### src/rtl/mlp_mac_array.sv
// Multi-lane MAC engine: a broadcast activation times per-lane weights, with saturating
// accumulation and round/ReLU/saturate quantisation. Three-stage pipeline, full throughput.
module mlp_mac_array #(
  parameter int unsigned NUM_LANES  = 4,
  parameter int unsigned A_WIDTH    = 16,
  parameter int unsigned B_WIDTH    = 16,
  parameter int unsigned ACC_WIDTH  = 40,
  parameter int unsigned OUT_WIDTH  = 16,
  parameter int unsigned FRAC_SHIFT = 8
) (
  input  logic                           clk,
  input  logic                           rst_n,
  input  logic                           in_valid,
  input  logic                           in_first,
  input  logic                           in_last,
  input  logic                           relu_en,
  input  logic [A_WIDTH-1:0]             a,
  input  logic [NUM_LANES*B_WIDTH-1:0]   b,
  output logic                           out_valid,
  output logic [NUM_LANES*OUT_WIDTH-1:0] out_data,
  output logic [NUM_LANES-1:0]           sat_flag
);

  localparam int unsigned P_WIDTH = A_WIDTH + B_WIDTH;

  // Rounding addend 2^(FRAC_SHIFT-1), or zero when FRAC_SHIFT is 0.
  localparam logic signed [ACC_WIDTH:0] RND = ({{ACC_WIDTH{1'b0}}, 1'b1} << FRAC_SHIFT) >> 1;
  localparam logic signed [ACC_WIDTH-1:0] ACC_MAX = {1'b0, {(ACC_WIDTH-1){1'b1}}};
  localparam logic signed [ACC_WIDTH-1:0] ACC_MIN = ~ACC_MAX;
  localparam logic signed [ACC_WIDTH:0] OUT_MAX =
      {{(ACC_WIDTH-OUT_WIDTH+2){1'b0}}, {(OUT_WIDTH-1){1'b1}}};
  localparam logic signed [ACC_WIDTH:0] OUT_MIN = ~OUT_MAX;

  logic                         s1_valid_q, s1_first_q, s1_last_q, s1_relu_q;
  logic signed [P_WIDTH-1:0]    prod_d [NUM_LANES];
  logic signed [P_WIDTH-1:0]    prod_q [NUM_LANES];
  logic signed [ACC_WIDTH-1:0]  acc_d  [NUM_LANES];
  logic signed [ACC_WIDTH-1:0]  acc_q  [NUM_LANES];
  logic [NUM_LANES-1:0]         sticky_d, sticky_q;
  logic                         s2_last_q, s2_relu_q;
  logic                         out_valid_q;
  logic [NUM_LANES*OUT_WIDTH-1:0] out_data_d, out_data_q;
  logic [NUM_LANES-1:0]         sat_d, sat_q;

  // Stage 1: signed multiply.
  always_comb begin
    for (int i = 0; i < NUM_LANES; i++) begin
      prod_d[i] = P_WIDTH'($signed(a)) * P_WIDTH'($signed(b[i*B_WIDTH +: B_WIDTH]));
    end
  end

  // Stage 2: load on first, otherwise saturating add.
  always_comb begin
    for (int i = 0; i < NUM_LANES; i++) begin
      logic signed [ACC_WIDTH-1:0] prod_ext;
      logic signed [ACC_WIDTH:0]   sum;
      prod_ext    = ACC_WIDTH'(prod_q[i]);
      sum         = (ACC_WIDTH+1)'(acc_q[i]) + (ACC_WIDTH+1)'(prod_ext);
      acc_d[i]    = acc_q[i];
      sticky_d[i] = sticky_q[i];
      if (s1_valid_q) begin
        if (s1_first_q) begin
          acc_d[i]    = prod_ext;
          sticky_d[i] = 1'b0;
        end else if (sum[ACC_WIDTH] != sum[ACC_WIDTH-1]) begin
          acc_d[i]    = sum[ACC_WIDTH] ? ACC_MIN : ACC_MAX;
          sticky_d[i] = 1'b1;
        end else begin
          acc_d[i] = sum[ACC_WIDTH-1:0];
        end
      end
    end
  end

  // Stage 3: round half up, optional ReLU, saturate to the output width.
  always_comb begin
    out_data_d = '0;
    sat_d      = '0;
    for (int i = 0; i < NUM_LANES; i++) begin
      logic signed [ACC_WIDTH:0] rnd_sum;
      logic signed [ACC_WIDTH:0] r;
      logic                      osat;
      rnd_sum = (ACC_WIDTH+1)'(acc_q[i]) + RND;
      r       = rnd_sum >>> FRAC_SHIFT;
      osat    = 1'b0;
      if (s2_relu_q && r[ACC_WIDTH]) begin
        r = '0;
      end
      if (r > OUT_MAX) begin
        r    = OUT_MAX;
        osat = 1'b1;
      end else if (r < OUT_MIN) begin
        r    = OUT_MIN;
        osat = 1'b1;
      end
      out_data_d[i*OUT_WIDTH +: OUT_WIDTH] = r[OUT_WIDTH-1:0];
      sat_d[i] = sticky_q[i] | osat;
    end
  end

  always_ff @(posedge clk or negedge rst_n) begin
    if (!rst_n) begin
      s1_valid_q  <= 1'b0;
      s1_first_q  <= 1'b0;
      s1_last_q   <= 1'b0;
      s1_relu_q   <= 1'b0;
      s2_last_q   <= 1'b0;
      s2_relu_q   <= 1'b0;
      sticky_q    <= '0;
      out_valid_q <= 1'b0;
      out_data_q  <= '0;
      sat_q       <= '0;
      for (int i = 0; i < NUM_LANES; i++) begin
        prod_q[i] <= '0;
        acc_q[i]  <= '0;
      end
    end else begin
      s1_valid_q <= in_valid;
      s1_first_q <= in_valid & in_first;
      s1_last_q  <= in_valid & in_last;
      s1_relu_q  <= in_valid & relu_en;
      if (in_valid) begin
        for (int i = 0; i < NUM_LANES; i++) prod_q[i] <= prod_d[i];
      end
      for (int i = 0; i < NUM_LANES; i++) acc_q[i] <= acc_d[i];
      sticky_q    <= sticky_d;
      s2_last_q   <= s1_valid_q & s1_last_q;
      s2_relu_q   <= s1_relu_q;
      out_valid_q <= s2_last_q;
      if (s2_last_q) begin
        out_data_q <= out_data_d;
        sat_q      <= sat_d;
      end
    end
  end

  assign out_valid = out_valid_q;
  assign out_data  = out_data_q;
  assign sat_flag  = sat_q;

endmodule

### config.mk
export PLATFORM = sky130hd
export DESIGN_NAME = mlp_mac_array
export DESIGN_NICKNAME = d
export VERILOG_FILES = /design/src/rtl/mlp_mac_array.sv
export SDC_FILE = /design/constraint.sdc
export NUM_CORES = 2
export LEC_CHECK = 0
export ABC_AREA = 0
export BUFFER_PORTS_ARGS = -buffer_cell sky130_fd_sc_hd__buf_4
export CAP_MARGIN = 5
export CORE_UTILIZATION = 40
export CTS_CLUSTER_SIZE = 30
export DETAILED_ROUTE_END_ITERATION = 6
export PLACE_DENSITY = 0.64
export SKIP_CTS_REPAIR_TIMING = 1
export SLEW_MARGIN = 20
export SYNTH_ARGS = -nofsm -noshare
export SYNTH_HDL_FRONTEND = slang
export SYNTH_SLANG_ARGS = --single-unit
### constraint.sdc
create_clock -name clk -period 3.2 [get_ports clk]
set_input_delay 0.64 -clock clk [delete_from_list [all_inputs] [get_ports clk]]
set_output_delay 0.64 -clock clk [all_outputs]
set_load 0.01 [all_outputs]
**Word level (Yosys, flattened, before mapping)**

Cells that the tools add are included.

- Add/sub/neg operators: 8
- Multiply operators: 4
- $lt $le $gt $ge: 8
- Equality and inequality tests: 4
- Mux-type cells: 40
- Bitwise logic cells: 8
- Reductions and logical operators: 12

Operator list:

| operator | number |
|---|---|
| $mux 40 | 12 |
| $add 40x32->41 | 4 |
| $add 40x9->41 const B | 4 |
| $gt 41x16->1 const B | 4 |
| $lt 41x16->1 const B | 4 |
| $mux 41 | 4 |
| $mul 16x16->32 | 4 |
| $mux 16 | 8 |
| $mux 1 | 16 |
| $reduce_and 2->1 | 4 |
| $reduce_bool 2->1 | 4 |
| $and 1x1->1 | 4 |
| $logic_and 1x1->1 | 4 |
| $ne 1x1->1 | 4 |
| $or 1x1->1 | 4 |

- Bits in registers: 367
- Bits of input ports: 86
- Output and inout port bits: 69
- Logic and storage cells: 105

**Logic depth before layout (Yosys ltp)**

- Word-level depth: 7
- Mapped depth: 26
- Depth with buffers taken out: 24

**Worst setup path before layout**

OpenSTA, ideal clock, no wires.

- Path type: input to register
- Start point: in a[15]
- End point: reg prod_q[127] (netlist name)
- Library setup time: 125 ps
- Data arrival time: 6824 ps
- Required time: 3075 ps
- Slack: -3749 ps
- Stages on the path: 23
- Path buffers: 2
- Cells stage by stage: clkbuf_1 > buf_1 > nand2_1 > inv_1 > fa_1 > fa_1 > inv_1 > fa_1 > fa_1 > fa_1 > fa_1 > inv_1 > ha_1 > a21o_1 > a21o_1 > a21oi_1 > o21ai_0 > a31oi_1 > a21boi_0 > a21oi_1 > a31oi_1 > xnor2_1 > mux2_2

- Word-level cells in the longest chain between the ends: 1

Ends and longest elaborated chain:

| element | RTL line | source |
|---|---|---|
| start, declared | 17 | `input logic [A_WIDTH-1:0] a,` |
| $mul 16x16->32 | 48 | `prod_d[i] = P_WIDTH'($signed(a)) * P_WIDTH'($signed(b[i*B_WIDTH +: B_WIDTH]));` |
| end signal, assigned by index | 114 | `prod_q[i] <= '0;` |
| end, declared | 36 | `logic signed [P_WIDTH-1:0] prod_q [NUM_LANES];` |

No other way between the ends.
A chain may end at the register's enable or synchronous reset.

**Final worst setup path**

- Start point: in a[6]
- End point: reg prod_q[62] (netlist name)

The elaborated chain is that of the path after synthesis.

==> out/metrics.yaml <==
cts_made_buffers: 46
yosysWarnings: 0
cp_cell_sequence: "buf_16 > buf_12 > and2_4 > fa_1 > inv_1 > fa_1 > fa_2 > fa_1 > inv_2 > fa_1 > fa_1 > ha_4 > a21oi_2 > o211ai_1 > a31oi_2 > o21ai_2 > a221oi_2 > o22ai_1 > or4_1 > a31oi_1 > xnor2_1 > mux2_2"
drt_wl_total_mm: 213
synth_edf_count: 0
grt_overflow: 0
fmax_ghz: 0.168
crit_end: "prod_q[62]"
violations: "setup timing"
max_cap_viol_count: 0
grt_usage_pct: 24.6
wl_per_cell_um: 19.4
startpoint: "a[6]"
row_count: 149
dpl.hpwl_mm: 169
clk_pin_slew_ps: 60
first_iter_violations: 4454
synth_top_area_cell: "fa_1"
rr_startpoint: "prod_q[36]"
ys_seq_area_share_pct: 13.8
nNetsFinal: 10400
grt_first_pass_wirelength_mm: 331
setup_violations: 317
cts_root_buffer: "clkbuf_16"
hold_path.class: "input port to asynchronous set/reset pin"
fin_crit_ps: 5970
critical_path.most_common_cell: "fa_1"
syn_nets: 9199
crit_path_start_kind: "input port"
setup_ws_ps: -2770
cp.arrival_ps: 6450
start_util_pct: 40.3
required_ps: 3680
via_per_inst: 5.26
layout-drive-gt1-share_pct: 25.5
grt_max_degree: 125
ant_nets: 0
timing.rr.end: "acc_q[52]"
pre_cts_slack_ps: -3730
finClkSkew_ps: 26.9
cp_max_fo: 10
die_w_um: 409
syn_inst: 7569
fillerInstances: 15000
r2r_cells: 13
fin_crit_sh_pct: 186
drc_errors: 0
synth_seq_cells: 367
worst_pin_slew_ps: 1020
crit_buf_inv: 4
cts.sinks: 367
coreArea_mm2: 0.165
antenna_found_initial: 18
crit_family: "adder cells"
syn_area_mm2: 0.0663
end_kind: "flip-flop"
pin_count: 155
cts_tree: "yes"
async_flop_share_pct: 100
clock_latency_ps: 610
status: "finished, violations left"
hold_viol_final: 0
ff2ff_setup_slack_ps: -390
crit_cells: 22
synth_top_area_share_pct: 31.7
die_area_mm2: 0.167
avgSynthCellArea_um2: 8.76
ys.flop_type: "dfrtp_1"
port-buffer-count: 154
ys_types: 97
grt_pass1_vias: 59800
slew_headroom_pct: 31.9
cts_max_level: 2
crit_type: "input port to flip-flop"
fp.dieH_um: 409
slew_viol_final: 0
cts_buffer_depth: 3
yosys-top-cells-area: "fa_1 32%, dfrtp_1 14%, ha_1 9.3%"
slowest_delay_ps: 570
rsz0062_at_grt: "true"
gp_congestion: 0.962
first_pass_iters: 7
area_delta_synth_final_pct: 28.6
route.vias.total: 57600
cp_slowest_cell: "fa_1"
==> synthesized netlist by cell type, types with 27 or more instances <==
cell,instances
nor2b_1,35
xor2_1,104
a21o_1,108
dfrtp_1,367
mux2_2,91
nand3_1,124
or3_1,111
o21a_1,40
nand2_1,802
nand2b_1,67
fa_1,1052
xnor2_1,225
o21bai_1,40
o221ai_1,30
nand4_1,47
nor3_1,77
o21ai_0,321
and3_1,57
nor2_1,333
inv_1,1270
a31oi_1,42
clkbuf_1,312
ha_1,492
o211ai_1,27
a211oi_1,40
a21oi_1,421
and2_1,518
==> sequential cells by signal (all words and copies together), names as in the netlist <==
register and count:
sticky_q 4, sat_flag 4, prod_q 128, s2_relu_q 1, acc_q 160, out_data 64, out_valid 1, s2_last_q 1
s1_relu_q 1, s1_valid_q 1, s1_last_q 1, s1_first_q 1
==> cells by family after synthesis <==
family                   share of synthesized area, %
AO/OA/AOI/OAI                                    12.5
AND/OR/NAND/NOR                                  17.4
buffers and inverters                            9.14
adder cells (fa/ha/maj)                          41.0
XOR/XNOR                                         4.34
flip-flops                                       13.8
multiplexers                                     1.76
==> cells in the final DEF (no fill, tap or decap), drive strengths merged, types with 35 or more instances in the layout <==
cell type,Yosys,routed
o221ai,39,39
o21ai,330,330
and3,57,57
clkbuf,312,71
nand2,803,803
mux2,91,91
inv,1271,1277
a21oi,422,422
xnor2,225,225
nand4,49,49
o21bai,40,40
ha,492,492
o21a,40,40
fa,1052,1052
xor2,104,104
or3,112,112
dfrtp,367,367
buf,22,1422
a211oi,40,40
nor2,343,343
nor2b,35,35
a31oi,42,42
nor3,79,79
and2,519,519
a21o,108,108
nand3,125,125
nand2b,67,67
==> cell type report <==
cell class	count	area (um^2)	area share, %
diodes	3	7.51	0.00880
clock buffers	51	1190	1.40
clock inverters	34	480	0.563
inverters	1272	4780	5.60
multi-input cells	5596	54400	63.7
flip-flops and latches	367	9190	10.8
well taps	2189	2740	3.21
repair buffers	1442	12500	14.7
==> metal layers <==
metal / vias up / share of wire, % / GRT usage (%)
li1: 26700 / - / -
met1: 28800 / 46 / 36.6
met4: 20 / 2.6 / 5.41
met3: 303 / 7.1 / 2.76
met5: - / 0.060 / 0
met2: 1843 / 44 / 38.3
==> worst min path at each step <==
stage | startpoint | end | slack, ps | cells after the start
6_report | rst_n | out_data[28] | 20 | 1
5_1_grt | rst_n | out_data[28] | 60 | 1
4_1_cts | rst_n | out_data[23] | 30 | 1
3_5_place_dp | s1_relu_q | s2_relu_q | 350 | 0
3_3_place_gp | s1_relu_q | s2_relu_q | 340 | 0
2_1_floorplan | s1_relu_q | s2_relu_q | 330 | 0
==> worst reg2reg max path, stage by stage, from the launching register on <==
cell,delay [ps]
dfrtp_1,400
ha_1,360
o211ai_1,130
o211a_1,250
or3_1,430
a2111oi_2,310
buf_4,190
o311a_1,220
a21oi_1,100
nor3b_1,310
nor2_1,150
a21oi_2,260
buf_12,240
a21oi_1,120
==> per-stage QoR <==
stage | util (%) | std cells | setup TNS [ps] | hold slack, ps | area, um^2
2_1_floorplan | - | 7569 | -233880 | 331 | 68600
3_3_place_gp | 48.6 | 10800 | -331390 | 338 | 80100
3_5_place_dp | 48.6 | 10800 | -342760 | 352 | 80100
4_1_cts | 49.6 | 10900 | -278370 | 32.9 | 81800
5_1_grt | 51.7 | 11000 | -313960 | 62.4 | 85300
6_report | 51.7 | 11000 | -262550 | 20.2 | 85300
Power is left out: the tool's default activity adds up to more than one toggle a clock period on the data nets, which glitch-free logic cannot reach.
